==> config.mk <==
export PLATFORM = sky130hd
export DESIGN_NAME = regbank_access_ctrl_flat
export DESIGN_NICKNAME = d
export VERILOG_FILES = /design/src/rtl/regbank_access_ctrl_pkg.sv /design/src/rtl/regbank_access_ctrl_if.sv /design/src/rtl/regbank_access_ctrl_scoreboard.sv /design/src/rtl/regbank_access_ctrl.sv /design/src/flat_wrapper.sv
export SDC_FILE = /design/constraint.sdc
export NUM_CORES = 1
export LEC_CHECK = 0
export CAP_MARGIN = 20
export CORE_ASPECT_RATIO = 1.5
export CORE_UTILIZATION = 43
export DETAILED_ROUTE_END_ITERATION = 10
export PLACE_DENSITY = 0.94
export SYNTH_ARGS = -nofsm -noshare
export SYNTH_HDL_FRONTEND = slang
export SYNTH_SLANG_ARGS = --single-unit
==> constraint.sdc <==
create_clock -name clk -period 2.75 [get_ports clk]
set_input_delay 0.4125 -clock clk [delete_from_list [all_inputs] [get_ports clk]]
set_output_delay 0.4125 -clock clk [all_outputs]
set_load 0.02 [all_outputs]
==> src/rtl/regbank_access_ctrl_pkg.sv <==
// regbank_pkg: shared widths and controller state encoding for the register-bank access controller
package regbank_pkg;
  localparam int AW = 4;
  localparam int NREG = 2 ** AW;
  localparam int DW = 32;
  typedef enum logic [1:0] {IDLE, READ, HOLD} state_t;
endpackage

==> src/rtl/regbank_access_ctrl_if.sv <==
// regbank_access_ctrl_if: issue, operand, writeback and register-bank signals of the access controller
interface regbank_access_ctrl_if;
  import regbank_pkg::*;
  logic in_valid;
  logic in_ready;
  logic [AW-1:0] in_rs1;
  logic [AW-1:0] in_rs2;
  logic [AW-1:0] in_rd;
  logic in_wr;
  logic out_valid;
  logic out_ready;
  logic [DW-1:0] out_op1;
  logic [DW-1:0] out_op2;
  logic [AW-1:0] out_rd;
  logic wb_valid;
  logic [AW-1:0] wb_rd;
  logic [DW-1:0] wb_data;
  logic we;
  logic [AW-1:0] dest;
  logic [DW-1:0] Din;
  logic [AW-1:0] srcadd1;
  logic [AW-1:0] srcadd2;
  logic [DW-1:0] src1;
  logic [DW-1:0] src2;
  modport slave (
    input in_valid, in_rs1, in_rs2, in_rd, in_wr, out_ready, wb_valid, wb_rd, wb_data, src1, src2,
    output in_ready, out_valid, out_op1, out_op2, out_rd, we, dest, Din, srcadd1, srcadd2
  );
  modport master (
    output in_valid, in_rs1, in_rs2, in_rd, in_wr, out_ready, wb_valid, wb_rd, wb_data, src1, src2,
    input in_ready, out_valid, out_op1, out_op2, out_rd, we, dest, Din, srcadd1, srcadd2
  );
endinterface

==> src/rtl/regbank_access_ctrl_scoreboard.sv <==
// regbank_scoreboard: per-register busy bits; a same-cycle writeback already counts as cleared for hazard queries
module regbank_scoreboard
  import regbank_pkg::*;
(
  input  logic clk,
  input  logic rst_n,
  input  logic i_set,
  input  logic [AW-1:0] i_set_rd,
  input  logic i_clr,
  input  logic [AW-1:0] i_clr_rd,
  input  logic [AW-1:0] i_q1,
  input  logic [AW-1:0] i_q2,
  input  logic [AW-1:0] i_qw,
  output logic o_haz1,
  output logic o_haz2,
  output logic o_hazw
);
  logic [NREG-1:0] r_busy, w_set, w_clr, w_pend;
  always_comb begin
    w_set = i_set ? {{(NREG-1){1'b0}}, 1'b1} << i_set_rd : '0;
    w_clr = i_clr ? {{(NREG-1){1'b0}}, 1'b1} << i_clr_rd : '0;
    w_pend = r_busy & ~w_clr;
    o_haz1 = w_pend[i_q1];
    o_haz2 = w_pend[i_q2];
    o_hazw = w_pend[i_qw];
  end
  // set after clear so a new producer wins over a retiring one on the same register
  always_ff @(posedge clk or negedge rst_n)
    if (!rst_n) r_busy <= '0;
    else r_busy <= w_pend | w_set;
endmodule

==> src/rtl/regbank_access_ctrl.sv <==
// regbank_access_ctrl: fetches issue operands from the register bank, stalling on pending writebacks
module regbank_access_ctrl
  import regbank_pkg::*;
(
  input logic clk,
  input logic rst_n,
  regbank_access_ctrl_if.slave bus
);
  state_t r_state, w_next;
  logic [AW-1:0] r_srcadd1, r_srcadd2, r_out_rd;
  logic [DW-1:0] r_op1, r_op2, w_op1, w_op2;
  logic w_haz1, w_haz2, w_hazw, w_ready, w_accept;
  regbank_scoreboard u_sb (
    .clk(clk),
    .rst_n(rst_n),
    .i_set(w_accept && bus.in_wr),
    .i_set_rd(bus.in_rd),
    .i_clr(bus.wb_valid),
    .i_clr_rd(bus.wb_rd),
    .i_q1(bus.in_rs1),
    .i_q2(bus.in_rs2),
    .i_qw(bus.in_rd),
    .o_haz1(w_haz1),
    .o_haz2(w_haz2),
    .o_hazw(w_hazw)
  );
  always_ff @(posedge clk or negedge rst_n)
    if (!rst_n) r_state <= IDLE;
    else r_state <= w_next;
  always_comb
    w_next = r_state == IDLE ? (w_accept ? READ : IDLE) :
             r_state == READ ? HOLD : (bus.out_ready ? IDLE : HOLD);
  // the bank commits a writeback on the read edge, so a matching writeback bypasses the stale bank value
  always_comb begin
    w_ready = r_state == IDLE && !w_haz1 && !w_haz2 && !(bus.in_wr && w_hazw);
    w_accept = bus.in_valid && w_ready;
    w_op1 = bus.wb_valid && bus.wb_rd == r_srcadd1 ? bus.wb_data : bus.src1;
    w_op2 = bus.wb_valid && bus.wb_rd == r_srcadd2 ? bus.wb_data : bus.src2;
  end
  always_ff @(posedge clk or negedge rst_n)
    if (!rst_n) begin
      r_srcadd1 <= '0;
      r_srcadd2 <= '0;
      r_out_rd <= '0;
      r_op1 <= '0;
      r_op2 <= '0;
    end else begin
      if (w_accept) begin
        r_srcadd1 <= bus.in_rs1;
        r_srcadd2 <= bus.in_rs2;
        r_out_rd <= bus.in_rd;
      end
      if (r_state == READ) begin
        r_op1 <= w_op1;
        r_op2 <= w_op2;
      end
    end
  assign bus.in_ready = w_ready;
  assign bus.out_valid = r_state == HOLD;
  assign bus.out_op1 = r_op1;
  assign bus.out_op2 = r_op2;
  assign bus.out_rd = r_out_rd;
  assign bus.srcadd1 = r_srcadd1;
  assign bus.srcadd2 = r_srcadd2;
  assign bus.we = bus.wb_valid;
  assign bus.dest = bus.wb_rd;
  assign bus.Din = bus.wb_data;
endmodule

==> src/flat_wrapper.sv <==
// flat-port wrapper written by rule: the top's interface ports become plain ports
module regbank_access_ctrl_flat import regbank_pkg::*;
  (clk, rst_n, bus_in_valid, bus_in_rs1, bus_in_rs2, bus_in_rd, bus_in_wr, bus_out_ready, bus_wb_valid, bus_wb_rd, bus_wb_data, bus_src1, bus_src2, bus_in_ready, bus_out_valid, bus_out_op1, bus_out_op2, bus_out_rd, bus_we, bus_dest, bus_Din, bus_srcadd1, bus_srcadd2);
  regbank_access_ctrl_if bus_i ();
  input logic clk;
  input logic rst_n;
  input wire logic [$bits(bus_i.in_valid)-1:0] bus_in_valid;
  input wire logic [$bits(bus_i.in_rs1)-1:0] bus_in_rs1;
  input wire logic [$bits(bus_i.in_rs2)-1:0] bus_in_rs2;
  input wire logic [$bits(bus_i.in_rd)-1:0] bus_in_rd;
  input wire logic [$bits(bus_i.in_wr)-1:0] bus_in_wr;
  input wire logic [$bits(bus_i.out_ready)-1:0] bus_out_ready;
  input wire logic [$bits(bus_i.wb_valid)-1:0] bus_wb_valid;
  input wire logic [$bits(bus_i.wb_rd)-1:0] bus_wb_rd;
  input wire logic [$bits(bus_i.wb_data)-1:0] bus_wb_data;
  input wire logic [$bits(bus_i.src1)-1:0] bus_src1;
  input wire logic [$bits(bus_i.src2)-1:0] bus_src2;
  output wire logic [$bits(bus_i.in_ready)-1:0] bus_in_ready;
  output wire logic [$bits(bus_i.out_valid)-1:0] bus_out_valid;
  output wire logic [$bits(bus_i.out_op1)-1:0] bus_out_op1;
  output wire logic [$bits(bus_i.out_op2)-1:0] bus_out_op2;
  output wire logic [$bits(bus_i.out_rd)-1:0] bus_out_rd;
  output wire logic [$bits(bus_i.we)-1:0] bus_we;
  output wire logic [$bits(bus_i.dest)-1:0] bus_dest;
  output wire logic [$bits(bus_i.Din)-1:0] bus_Din;
  output wire logic [$bits(bus_i.srcadd1)-1:0] bus_srcadd1;
  output wire logic [$bits(bus_i.srcadd2)-1:0] bus_srcadd2;
  assign bus_i.in_valid = bus_in_valid;
  assign bus_i.in_rs1 = bus_in_rs1;
  assign bus_i.in_rs2 = bus_in_rs2;
  assign bus_i.in_rd = bus_in_rd;
  assign bus_i.in_wr = bus_in_wr;
  assign bus_i.out_ready = bus_out_ready;
  assign bus_i.wb_valid = bus_wb_valid;
  assign bus_i.wb_rd = bus_wb_rd;
  assign bus_i.wb_data = bus_wb_data;
  assign bus_i.src1 = bus_src1;
  assign bus_i.src2 = bus_src2;
  assign bus_in_ready = bus_i.in_ready;
  assign bus_out_valid = bus_i.out_valid;
  assign bus_out_op1 = bus_i.out_op1;
  assign bus_out_op2 = bus_i.out_op2;
  assign bus_out_rd = bus_i.out_rd;
  assign bus_we = bus_i.we;
  assign bus_dest = bus_i.dest;
  assign bus_Din = bus_i.Din;
  assign bus_srcadd1 = bus_i.srcadd1;
  assign bus_srcadd2 = bus_i.srcadd2;
  regbank_access_ctrl u_core (.clk(clk), .rst_n(rst_n), .bus(bus_i));
endmodule
==> flow_summary.ini <==
[pwr]
powerDensity_mw_per_mm2 = 890
p_leak_nw = 3.46
peakVddDrop_mv = 0.531

[worst_setup_path]
cp_top_family = buffers and inverters
startpoint_type = primary input
setup.worst_path.class = primary input to primary output
cp.required_ns = 2.34
path_cells = clkdlybuf4s50_1 > buf_4 > mux4_2 > nor2_1 > a21oi_1 > and3_4 > buf_6
cp-startpoint = bus_in_rs1[2]
slowest_stage = clkdlybuf4s50_1
max_stage_delay_ns = 0.64
crit_buf_inv = 3
critPathArrivalTime_ns = 2.31
crit_path_max_fanout = 5
r2r_start = u_core.u_sb.r_busy[15]
cp-end-kind = primary output
reg2reg_slack_ns = 0.26

[final_layout]
diodes = 0
seqCellArea_mm2 = 0.00235
final_cell_mix = 223 x clkdlybuf4s50_1, 94 x dfrtp_1, 81 x nand2_1
final_layout_size_suffix_gt1_share_pct = 17.3
syn2layout_area_growth_pct = 58.8
layout_commonest_cell = clkdlybuf4s50_1
stdcell_area_mm2 = 0.00834
multi_input_area_mm2 = 0.00250
final_nets = 890
fill_cells = 915

[cts]
cts-root-buf = clkbuf_16
clkTransAtPathRegs_ns = 0.06
cts_buffer_depth = 2
h-tree-depth = 3
cts_tree = built
cts_made_buffers = 9
clock_latency_ns = 0.33
clock-sinks = 94

[global_route]
grt_pass1_wl_mm = 27.2
overflow = 0
grt_util_all_layers_pct = 28.6
grt_max_degree = 77
antenna_found_initial = 0
first_global_vias = 5311

[synthesis]
netlist_area_mm2 = 0.00525
seq_area_frac_synth_pct = 44.8
syn_inst = 527
synth-compound-area-share_pct = 16.4
syn-num-nets = 645
synth.top_cell.area_share_pct = 44.8
synth_simple_gate_area_share_pct = 11.3
yosysTopAreaCell = dfrtp_1
postSynthAreaPerCell_um2 = 9.96
synthTopCellsByArea = dfrtp_1 45%, mux2i_1 13%, o21ai_0 6.9%
synth_ff_type = dfrtp_1
synthAdderAreaFrac_pct = 0
synth.area.mux_share_pct = 16.7
synth-seq-cells = 94
synth_xor_area_share_pct = 1.50
synth_top_family_by_area = multiplexers
synth_edf_count = 0
synthDistinctLibCells = 56
synth.yosys.warnings = 0
async_reset_ff_share_pct = 100

[routing]
vias_per_cell = 5.38
drtPass1Iterations = 4
wl_per_cell_um = 19.3
drtAntennaViolNets = 0
drt_iter0_drc = 159
routed_wl_mm = 18.0
drc = 0
vias = 4993

[floorplanning]
die_y_um = 137
placementRows = 49
fp.coreArea_mm2 = 0.0120
dieArea_mm2 = 0.0127
die_w_um = 92.2
boundaryPins = 233
start_util_pct = 43.9

[placement]
pre_cts_slack_ns = -0.923
dp_hpwl_mm = 14.0
port_buffers = 232
place.gp.congestion = 0.942
place_area_mm2 = 0.00793

[sta]
fin_crit_ns = 2.73
clock_skew_ns = 0.00453
setup_slack_ns = 0.0226
setup_viol = 0
timing.final.crit_share_pct = 99.2
slew_viol_final = 0
worst_pin_slew_ns = 0.677
slew_headroom_pct = 54.9
final-hold-violation-count = 0
max_freq_ghz = 0.367
rsz0062_at_grt = false

[hold_path]
min_from = u_core.bus.out_op1[17]
hp-class = flip-flop to flip-flop

[job]
maxCapViolCount = 0

[run_status]
status = completed
-- what timing repair did --
item                                   CTS  global route
gates resized for setup                 36            17
endpoints found under the hold margin   22             0
buffers inserted                         4             0
hold buffers                             1             0
pin swaps                                7             8
setup endpoints to repair               29            18
-- where the power goes --
group	switching [mW]	leakage (nW)	internal, mW
sequential	0.385	1.17	2.00
combinational	1.89	2.14	1.77
clock	0.501	0.155	0.879
-- through the flow --
step | power [mW] | TNS, ns | hold slack [ns] | util [%] | cells
floorplan | 4.07 | 0 | 0.117 | - | 527
global placement | 5.90 | -19.35 | 0.331 | 66.4 | 911
detailed placement | 6.02 | -18.54 | 0.335 | 66.4 | 911
CTS | 7.45 | 0 | 0.485 | 69.7 | 930
global route | 7.79 | 0 | 0.503 | 69.8 | 928
finish | 7.42 | 0 | 0.478 | 69.8 | 928
-- routing by layer --
metal	part of all wire (%)	vias to the layer above	global-route usage, %
li1	-	2316	-
met1	35	2386	29.4
met2	54	220	52.4
met3	5.4	71	6.24
met4	5.8	0	18.2
met5	0	-	0
-- area by class of cell --
type                            count  share of cell area (%)
Timing Repair Buffer              308                    35.1
Sequential cell                    94                    28.2
Clock buffer                       10                    2.75
Clock inverter                      4                    1.17
Multi-Input combinational cell    347                    29.9
Inverter                           12                   0.585
Tap cell                          153                    2.30
-- worst min-delay path, stage by stage, from the launching register on --
cell and delay (ns):
dfrtp_1 0.34, nand2_1 0.05, o21ai_0 0.06
-- state kept, by name, indices dropped and copies added, names as in the netlist --
| register | count |
|---|---|
| u_core.bus.out_op1 | 32 |
| u_core.bus.out_op2 | 32 |
| u_core.u_sb.r_busy | 16 |
| u_core.bus.out_rd | 4 |
| u_core.bus.srcadd1 | 4 |
| u_core.bus.srcadd2 | 4 |
| u_core.r_state | 2 |
-- cells by family after synthesis --
kind of cell              Yosys count
AOI/OAI and AO/OA                 128
and+or+nand+nor                   127
DFF                                94
buffers and inverters              86
muxes                              83
xor gates and xnor gates            9
-- worst paths after layout --
check	to	cells after the start
max in group asynchronous	u_core.u_sb.r_busy[9]	3
min reg2reg	u_core.bus.out_op1[17]	2
max reg2reg	u_core.u_sb.r_busy[8]	10
max	bus_in_ready	7
min	u_core.bus.out_op1[17]	2
min in group asynchronous	u_core.bus.out_op1[23]	2
-- Yosys cell counts, types with 5 or more instances --
| cell | instances |
|---|---|
| inv_1 | 12 |
| o41ai_1 | 7 |
| buf_2 | 10 |
| o31ai_1 | 10 |
| nand2_1 | 81 |
| clkbuf_1 | 23 |
| mux2_1 | 5 |
| dfrtp_1 | 94 |
| mux2_2 | 10 |
| o21ai_0 | 72 |
| buf_4 | 40 |
| nor2b_1 | 6 |
| xor2_1 | 7 |
| nor2_1 | 9 |
| nand2b_1 | 8 |
| mux2i_1 | 66 |
Note: power is estimated with default switching activity, not from simulation.
